<file path="config.mk">
export PLATFORM = sky130hd
export DESIGN_NAME = hpdcache_mem_responder
export DESIGN_NICKNAME = d
export VERILOG_FILES = /design/src/rtl/hpdcache_mem_responder.sv
export SDC_FILE = /design/constraint.sdc
export NUM_CORES = 1
export LEC_CHECK = 0
export CORE_AREA = 2 2 109 111
export CTS_BUF_LIST = sky130_fd_sc_hd__clkbuf_8 sky130_fd_sc_hd__clkbuf_16
export CTS_CLUSTER_DIAMETER = 30
export DETAILED_ROUTE_END_ITERATION = 8
export DIE_AREA = 0 0 111 113
export DONT_BUFFER_PORTS = 1
export SLEW_MARGIN = 5
export SYNTH_ARGS = -nofsm -noshare
export SYNTH_HDL_FRONTEND = slang
export SYNTH_SLANG_ARGS = --single-unit
</file>
<file path="constraint.sdc">
create_clock -name clk_i -period 5.1 [get_ports clk_i]
set_clock_uncertainty 0.2 [all_clocks]
set_input_delay 1.02 -clock clk_i [delete_from_list [all_inputs] [get_ports clk_i]]
set_output_delay 1.02 -clock clk_i [all_outputs]
set_load 0.05 [all_outputs]
</file>
<file path="src/rtl/hpdcache_mem_responder.sv">
// HPDcache memory-side responder.
// Serves read/write bursts from one single-port SRAM.
module hpdcache_mem_responder #(
  parameter int unsigned MEM_ADDR_W = 32,
  parameter int unsigned MEM_ID_W   = 6,
  parameter int unsigned MEM_DATA_W = 32,
  parameter int unsigned MEM_WORDS  = 4096,
  parameter int unsigned SA_W       = $clog2(MEM_WORDS),
  parameter logic [MEM_ADDR_W-1:0] BASE_ADDR = '0
) (
  input  logic                    clk_i,
  input  logic                    rst_i,

  input  logic                    mem_req_read_valid_i,
  output logic                    mem_req_read_ready_o,
  input  logic [MEM_ADDR_W-1:0]   mem_req_read_addr_i,
  input  logic [7:0]              mem_req_read_len_i,
  input  logic [2:0]              mem_req_read_size_i,
  input  logic [MEM_ID_W-1:0]     mem_req_read_id_i,
  input  logic [1:0]              mem_req_read_command_i,

  output logic                    mem_resp_read_valid_o,
  input  logic                    mem_resp_read_ready_i,
  output logic [1:0]              mem_resp_read_error_o,
  output logic [MEM_ID_W-1:0]     mem_resp_read_id_o,
  output logic [MEM_DATA_W-1:0]   mem_resp_read_data_o,
  output logic                    mem_resp_read_last_o,

  input  logic                    mem_req_write_valid_i,
  output logic                    mem_req_write_ready_o,
  input  logic [MEM_ADDR_W-1:0]   mem_req_write_addr_i,
  input  logic [7:0]              mem_req_write_len_i,
  input  logic [2:0]              mem_req_write_size_i,
  input  logic [MEM_ID_W-1:0]     mem_req_write_id_i,
  input  logic [1:0]              mem_req_write_command_i,

  input  logic                    mem_req_write_data_valid_i,
  output logic                    mem_req_write_data_ready_o,
  input  logic [MEM_DATA_W-1:0]   mem_req_write_data_i,
  input  logic [MEM_DATA_W/8-1:0] mem_req_write_be_i,
  input  logic                    mem_req_write_last_i,

  output logic                    mem_resp_write_valid_o,
  input  logic                    mem_resp_write_ready_i,
  output logic [1:0]              mem_resp_write_error_o,
  output logic [MEM_ID_W-1:0]     mem_resp_write_id_o,
  output logic                    mem_resp_write_is_atomic_o,

  output logic                    sram_en_o,
  output logic                    sram_we_o,
  output logic [SA_W-1:0]         sram_addr_o,
  output logic [MEM_DATA_W-1:0]   sram_wdata_o,
  output logic [MEM_DATA_W/8-1:0] sram_be_o,
  input  logic [MEM_DATA_W-1:0]   sram_rdata_i
);

  localparam logic [1:0] CMD_READ  = 2'b00;
  localparam logic [1:0] CMD_WRITE = 2'b01;
  localparam logic [1:0] ERR_OK    = 2'b00;
  localparam logic [1:0] ERR_NOK   = 2'b10;
  localparam logic [MEM_ADDR_W:0] WORDS_X =
    (MEM_ADDR_W+1)'(MEM_WORDS);

  typedef enum logic [1:0] {
    IDLE,
    RD,
    WR_DATA,
    WR_RESP
  } state_t;

  state_t              state_q, state_d;
  logic                rd_first_q, rd_first_d;
  logic [MEM_ID_W-1:0] id_q, id_d;
  logic [7:0]          cnt_q, cnt_d;
  logic [SA_W-1:0]     ptr_q, ptr_d;
  logic                err_q, err_d;

  logic                rd_err, wr_err;
  logic [SA_W-1:0]     rd_ptr, wr_ptr;
  logic                both_v;
  logic                rd_grant, wr_grant;
  logic                unused_last;

  assign unused_last = mem_req_write_last_i;

  function automatic logic req_err(
    input logic [MEM_ADDR_W-1:0] addr,
    input logic [7:0]            len,
    input logic [2:0]            size,
    input logic                  cmd_ok
  );
    logic [MEM_ADDR_W:0] off;
    logic [MEM_ADDR_W:0] top;
    off = {1'b0, addr - BASE_ADDR} >> 2;
    top = off + {{(MEM_ADDR_W-7){1'b0}}, len};
    return !cmd_ok
        || (size > 3'd2)
        || (addr < BASE_ADDR)
        || (top >= WORDS_X);
  endfunction

  assign rd_err = req_err(
    mem_req_read_addr_i,
    mem_req_read_len_i,
    mem_req_read_size_i,
    mem_req_read_command_i == CMD_READ);
  assign wr_err = req_err(
    mem_req_write_addr_i,
    mem_req_write_len_i,
    mem_req_write_size_i,
    mem_req_write_command_i == CMD_WRITE);

  assign rd_ptr =
    SA_W'((mem_req_read_addr_i - BASE_ADDR) >> 2);
  assign wr_ptr =
    SA_W'((mem_req_write_addr_i - BASE_ADDR) >> 2);

  assign both_v = mem_req_read_valid_i
               && mem_req_write_valid_i;
  assign rd_grant = mem_req_read_valid_i
                 && !(both_v && !rd_first_q);
  assign wr_grant = mem_req_write_valid_i
                 && !(both_v && rd_first_q);

  // Next-state, datapath updates and all outputs.
  always_comb begin
    state_d    = state_q;
    rd_first_d = rd_first_q;
    id_d       = id_q;
    cnt_d      = cnt_q;
    ptr_d      = ptr_q;
    err_d      = err_q;

    mem_req_read_ready_o       = 1'b0;
    mem_req_write_ready_o      = 1'b0;
    mem_req_write_data_ready_o = 1'b0;
    mem_resp_read_valid_o      = 1'b0;
    mem_resp_read_error_o      = ERR_OK;
    mem_resp_read_id_o         = '0;
    mem_resp_read_data_o       = '0;
    mem_resp_read_last_o       = 1'b0;
    mem_resp_write_valid_o     = 1'b0;
    mem_resp_write_error_o     = ERR_OK;
    mem_resp_write_id_o        = '0;
    mem_resp_write_is_atomic_o = 1'b0;
    sram_en_o                  = 1'b0;
    sram_we_o                  = 1'b0;
    sram_addr_o                = '0;
    sram_wdata_o               = '0;
    sram_be_o                  = '0;

    if (!rst_i) begin
      unique case (state_q)
        IDLE: begin
          mem_req_read_ready_o  = !(both_v && !rd_first_q);
          mem_req_write_ready_o = !(both_v && rd_first_q);
          if (rd_grant) begin
            state_d    = RD;
            rd_first_d = ~rd_first_q;
            id_d       = mem_req_read_id_i;
            cnt_d      = mem_req_read_len_i;
            ptr_d      = rd_ptr;
            err_d      = rd_err;
            sram_en_o  = !rd_err;
            sram_addr_o = rd_err ? '0 : rd_ptr;
          end else if (wr_grant) begin
            state_d    = WR_DATA;
            rd_first_d = ~rd_first_q;
            id_d       = mem_req_write_id_i;
            cnt_d      = mem_req_write_len_i;
            ptr_d      = wr_ptr;
            err_d      = wr_err;
          end
        end
        RD: begin
          mem_resp_read_valid_o = 1'b1;
          mem_resp_read_error_o = err_q ? ERR_NOK : ERR_OK;
          mem_resp_read_id_o    = id_q;
          mem_resp_read_data_o  = err_q ? '0 : sram_rdata_i;
          mem_resp_read_last_o  = (cnt_q == 8'd0);
          if (mem_resp_read_ready_i) begin
            if (cnt_q == 8'd0) begin
              state_d = IDLE;
            end else begin
              cnt_d = cnt_q - 8'd1;
              ptr_d = ptr_q + 1'b1;
              if (!err_q) begin
                sram_en_o   = 1'b1;
                sram_addr_o = ptr_q + 1'b1;
              end
            end
          end
        end
        WR_DATA: begin
          mem_req_write_data_ready_o = 1'b1;
          if (mem_req_write_data_valid_i) begin
            if (!err_q) begin
              sram_en_o    = 1'b1;
              sram_we_o    = 1'b1;
              sram_addr_o  = ptr_q;
              sram_wdata_o = mem_req_write_data_i;
              sram_be_o    = mem_req_write_be_i;
            end
            if (cnt_q == 8'd0) begin
              state_d = WR_RESP;
            end else begin
              cnt_d = cnt_q - 8'd1;
              ptr_d = ptr_q + 1'b1;
            end
          end
        end
        WR_RESP: begin
          mem_resp_write_valid_o = 1'b1;
          mem_resp_write_error_o = err_q ? ERR_NOK : ERR_OK;
          mem_resp_write_id_o    = id_q;
          if (mem_resp_write_ready_i) begin
            state_d = IDLE;
          end
        end
      endcase
    end
  end

  // State and transaction context registers.
  always_ff @(posedge clk_i) begin
    if (rst_i) begin
      state_q    <= IDLE;
      rd_first_q <= 1'b1;
      id_q       <= '0;
      cnt_q      <= '0;
      ptr_q      <= '0;
      err_q      <= 1'b0;
    end else begin
      state_q    <= state_d;
      rd_first_q <= rd_first_d;
      id_q       <= id_d;
      cnt_q      <= cnt_d;
      ptr_q      <= ptr_d;
      err_q      <= err_d;
    end
  end

endmodule

</file>
==> qor.yml, run 1 <==
worstHoldPathType: "reg -> reg"
route.detailed.drc: 0
drive_above_1_share_pct: 8.449
clockBufferDepth: 2
fmax_mhz: 204.7
synthCells: 659
ant_nets: 0
grt_max_degree: 40
ys_ff_latch: 30
fin_nets: 855
async_reset_ff_share_pct: 0
tightestPinTransition_ps: 1193
clk_pin_slew_ps: 50
ys.flop_type: "dfxtp_1"
area_growth_pct: 7.545
port_buffers: 0
ys_seq_area_share_pct: 13.12
drtPass1Iterations: 5
die_x_um: 111
start_util_pct: 40.60
viasPerCell: 6.389
drv_slew: 0
rr_worst_depth: 7
root_buffer: "clkbuf_16"
cap_violations: 0
track_usage_pct: 23.33
yosysWarnings: 0
crit_type: "in -> out"
num_rows: 39
power_frac_seq_pct: 23.3
finalHoldViolCount: 0
dieArea_mm2: 0.01254
coreArea_mm2: 0.01127
ios: 283
power_mw: 1.893
p_clk_share_pct: 18.3
yosys.area.top_type_share_pct: 13.12
rsz0062_at_grt: "false"
crit_fanout: 7
outcome: "complete, no violations"
hold_buffers: 0
dieHeight_um: 113
wl_mm: 16.01
synth-edff-count: 0
hold_depth: 2
fin_crit_sh_pct: 95.78
diodes: 0
drtIter0Drc: 390
finalCriticalPeriod_ps: 4885
peakVddDrop_mv: 0.3160
grt_overflow: 0
pwr-share-comb_pct: 58.4
yosys-top-cells-area: "dfxtp_1, and2_1, ha_1, mux2i_1, nand2_1"
grt_pass1_vias: 4723
n_fill_cell: 1164
crit_required_ps: 3880
yosysTopAreaCell: "dfxtp_1"
wl_per_cell_um: 20.16
power.switching_mw: 0.9702
cts_tree: "done"
antenna_found_initial: 0
routabilityCongestion: 0.8631
htreeDepth: 2
setup_viol: 0
dp_hpwl_mm: 12.73
slew-limit-headroom_pct: 20.08
worstPathArrival_ps: 3660
numCtsBuffers: 5
start_kind: "primary input"
vias: 5073
p_int_mw: 0.9233
grt_pass1_wl_mm: 24.02
p_leak_nw: 1.969
yosysUniqueCellTypes: 68
fin_tns_setup_ps: 0
p_per_area_mw_per_mm2: 384.7
synth.cell_area_mm2: 0.004577
critPathCaptureType: "output port"
insertion_delay_ps: 280
avgSynthCellArea_um2: 6.945
swShare_pct: 51.24
clock_sinks: 30
-- routing by layer --
layer / up-vias / global-route usage [%] / part of all wire, %
met5: - / 0 / 0
met4: 0 / 9.417 / 2.9
met3: 38 / 6.909 / 11
met1: 2336 / 29.10 / 40
li1: 2404 / - / -
met2: 295 / 37.91 / 47
-- final cells by class --
cell class,count,area [um2],area share (%)
clock buffers,6,138.9,2.822
clock inverters,1,30.03,0.6101
inverters,21,78.83,1.601
multi-input cells,571,3730,75.78
flip-flops and latches,30,600.6,12.20
well taps,143,178.9,3.635
repair buffers,22,165.2,3.355
-- stage by stage --
step	util (%)	setup WS, ps	cells	area (um2)	hold slack (ps)
3_5_place_dp	41.84	88.28	785	4716	261.0
3_3_place_gp	41.84	183.1	785	4716	251.4
2_1_floorplan	-	406.2	661	4584	243.7
4_1_cts	43.33	70.73	792	4885	267.0
6_report	43.67	215.1	794	4922	270.3
5_1_grt	43.67	41.47	794	4922	308.6
-- power by group through the flow --
stage | combinational [mW] | clock, mW | sequential, mW
4_1_cts | 1.10 | 0.353 | 0.436
6_report | 1.11 | 0.347 | 0.441
5_1_grt | 1.22 | 0.362 | 0.455
2_1_floorplan | 0.925 | 0 | 0.411
3_5_place_dp | 1.09 | 0 | 0.440
3_3_place_gp | 1.07 | 0 | 0.435
-- cell families (layout without fill, tap and decap cells) --
kind of cell	count (synthesis)	count (layout)	synth area share [%]
AND/OR/NAND/NOR	331	332	39.26
AO/OA/AOI/OAI	172	172	25.64
buffers and inverters	61	50	6.452
flip-flops	30	30	13.12
multiplexers	27	27	5.905
adder cells (fa/ha/maj)	26	26	7.436
XOR/XNOR	11	11	2.105
other	1	3	0.08193
-- placed cells by master (no fill, tap or decap), types with 22 or more instances in the layout --
cell type,instances
buf_4,22
mux2i_1,27
nor2_1,48
dfxtp_1,30
and2_1,84
a21oi_1,23
nand3_1,23
ha_1,24
nand2_1,69
o21ai_0,40
-- final timing paths --
check,start,end,slack [ps]
setup / recovery,mem_req_read_addr_i[2],sram_addr_o[0],220
hold / removal,cnt_q[4],cnt_q[4],270
setup reg to reg,state_q[0],cnt_q[0],2350
hold reg to reg,cnt_q[4],cnt_q[4],270
-- state kept, by name, summed over array words and instances (netlist names) --
register,count
err_q,1
ptr_q,12
cnt_q,8
state_q,2
rd_first_q,1
id_q,6
-- cells in the mapped netlist (12+ instances only) --
cell,n
a211oi_1,13
and2_1,84
nor2_1,49
dfxtp_1,30
o2bb2ai_1,12
nand2_1,69
ha_1,24
nand4_1,21
and3_1,12
nand3_1,23
o21ai_0,41
nor3_1,15
a22oi_1,18
clkbuf_1,26
inv_1,21
a21oi_1,23
mux2i_1,27
-- repair_timing --
action	in CTS	in global routing
resized for setup	0	3
buffers inserted	0	1
endpoints found under the setup margin	0	13
-- worst max-delay path, stage by stage --
cell	delay [ps]
ha_1	220
fa_1	400
a211oi_2	220
o211ai_1	190
and4_1	280
a31oi_1	180
a41o_1	140
nor4b_4	230
and4_4	350
o2bb2ai_1	190
buf_4	250
No activity file was read; power rests on OpenSTA's default activity.
==> run 2, diff against run 1 <==
==> constraint.sdc (replaced) <==
create_clock -name clk_i -period 4 [get_ports clk_i]
set_clock_uncertainty 0.2 [all_clocks]
set_input_delay 0.8 -clock clk_i [delete_from_list [all_inputs] [get_ports clk_i]]
set_output_delay 0.8 -clock clk_i [all_outputs]
set_load 0.05 [all_outputs]
==> run 2 against run 1 <==
The run now ends with negative setup slack left; register-to-register slack worse by 860 ps; core utilization rose by 5.8 points; via count rose by 3.2%; critical path depth unchanged; sequential power up 30%; sequential cell count unchanged; worst setup slack lost 370 ps; cell area grew 13%; final cell count is 3.8% higher; critical path type unchanged.
==> qor.yml, run 2 (synthesized netlist as in run 1, its figures left out) <==
outcome: "complete, but fails checks"
violations: "negative setup slack"
worstHoldPathType: "reg -> reg"
route.detailed.drc: 0  # unchanged
peakVddDrop_mv: 0.2253  # -29%
hold_slack_ps: 278.8  # +8.526 ps
drv_slew: 0  # unchanged
slew-limit-headroom_pct: 37.15  # +17 points
dieHeight_um: 113  # unchanged
drtPass1Iterations: 5  # unchanged
wl_mm: 17.77  # +11%
vias: 5236  # +3.2%
regMostFlops: "ptr_q"
crit_fanout: 5  # -2
antenna_found_initial: 3  # +3
area_growth_pct: 21.76
critPathCaptureType: "output port"
port_buffers: 0  # unchanged
mostFrequentLayoutCell: "and2_1"
track_usage_pct: 26.15  # +2.8 points
start_util_pct: 40.60  # unchanged
p_per_area_mw_per_mm2: 457.8  # +19%
register_area_um2: 600.6  # unchanged
htreeDepth: 2  # unchanged
place_inst: 807  # +2.8%
grt_pass1_wl_mm: 26.25  # +9.3%
num_rows: 39  # unchanged
rsz0062_at_grt: "true"
fin_tns_setup_ps: -1574  # -1574 ps
drive_above_1_share_pct: 15.91  # +7.5 points
routabilityCongestion: 0.8855  # +2.6%
dieArea_mm2: 0.01254  # unchanged
finalHoldViolCount: 0  # unchanged
grt_max_degree: 39  # -2.5%
numCtsBuffers: 5  # unchanged
fmax_mhz: 240.9
fin_nets: 882  # +3.2%
reg_top3: "ptr_q: 12 flops, cnt_q: 8 flops, id_q: 6 flops"
finalNonFillerCells: 824  # +3.8%
die_x_um: 111  # unchanged
multiInputGateArea_mm2: 0.003999  # +7.2%
largest_reg_flops: 12  # unchanged
grt_overflow: 0  # unchanged
finalCriticalPeriod_ps: 4151
drtIter0Drc: 336  # -14%
p_leak_nw: 2.178  # +11%
worstPathArrival_ps: 3150  # -510 ps
final_area_mm2: 0.005573  # +13%
clock_sinks: 30  # unchanged
tightestPinTransition_ps: 940.9  # -252.4 ps
viasPerCell: 6.354  # -0.54%
grt_pass1_vias: 4881  # +3.3%
placed_area_mm2: 0.005132  # +8.8%
layout_common_cells: "and2_1, nand2_1, nor2_1"
ant_nets: 0  # unchanged
start_kind: "primary input"
clockBufferDepth: 2  # unchanged
coreArea_mm2: 0.01127  # unchanged
dp_hpwl_mm: 14.28  # +12%
cap_violations: 0  # unchanged
ios: 283  # unchanged
wl_per_cell_um: 21.56  # +6.9%
fin_crit_sh_pct: 103.8
setup_viol: 13  # +13
setup_ws_ps: -150.9  # -366.0 ps
clk_pin_slew_ps: 50  # about the same
insertion_delay_ps: 280  # about the same
cts_tree: "done"
n_fill_cell: 1075  # -7.6%
root_buffer: "clkbuf_16"
crit_type: "in -> out"
crit_required_ps: 3000  # -880 ps
run 2: cell types whose count changed in the layout (fill, tap and decap cells not counted), moves of 3 or more:
cell and delta:
mux2i_2 +3, mux2i_1 -3, buf_12 +12, buf_4 +13, o2bb2ai_1 -12, o2bb2ai_4 +10
run 2: layer usage:
metal | track usage, % | vias up | wire (um)
met5 | 0 | - | 0
met3 | 5.678 | 40 | 1437
met4 | 9.583 | 0 | 560
met1 | 32.46 | 2450 | 7173
met2 | 44.74 | 289 | 8597
li1 | - | 2457 | -
run 2: cell type report:
cell class,instances,area share (%)
clock inverter,3,0.8083
clock buffer,5,2.245
timing repair buffer,50,9.699
sequential,30,10.78
antenna,2,0.08981
tap,143,3.211
inverter,21,1.414
multi-input combinational,570,71.76
run 2: repair_timing:
action                     CTS  global route
gates cloned                 1             0
buffers inserted             6             2
resized for setup           18            14
pin swaps                    8            17
setup endpoints to repair   13            13
hold buffers                 0             0
run 2: worst paths after layout:
check / start / end / slack, ps / cells past startpoint
setup / recovery: mem_req_read_addr_i[8] / sram_addr_o[9] / -150 / 11
hold / removal: cnt_q[4] / cnt_q[4] / 280 / 2
setup reg to reg: state_q[0] / ptr_q[6] / 1490 / 9
hold reg to reg: cnt_q[4] / cnt_q[4] / 280 / 2
run 2: critical path, cell delays in order:
cell       delay, ps
ha_1             330
a211oi_1         290
o22ai_2          160
o21ai_4          240
nor3_2            90
mux2i_2          190
nor3_2           270
and4_4           320
buf_8            160
o2bb2ai_4        140
buf_12           150
run 2: stage by stage:
step | total power, mW | worst slack (ps) | util (%)
after global placement | 2.014 | -277.4 | 45.53
after detailed placement | 2.051 | -349.3 | 45.53
after CTS | 2.514 | -198.6 | 48.90
after floorplan | 1.712 | -53.19 | -
after global routing | 2.734 | -243.6 | 49.42
final | 2.551 | -150.9 | 49.44
run 2: power breakdown:
part / internal [mW] / leakage (nW) / switching (mW)
clock: 0.294 / 0.0761 / 0.155
combinational: 0.516 / 1.85 / 1.01
sequential: 0.424 / 0.248 / 0.152
total: 1.23 / 2.18 / 1.32
==> run 3, diff against run 2 <==
--- a/config.mk
+++ b/config.mk
@@ -11,7 +11,7 @@
 export DETAILED_ROUTE_END_ITERATION = 8
 export DIE_AREA = 0 0 111 113
 export DONT_BUFFER_PORTS = 1
-export SLEW_MARGIN = 5
+export SLEW_MARGIN = 20
 export SYNTH_ARGS = -nofsm -noshare
 export SYNTH_HDL_FRONTEND = slang
 export SYNTH_SLANG_ARGS = --single-unit
==> results of run 3 <==
Final layout, timing and power as in run 2 (identical DEF).
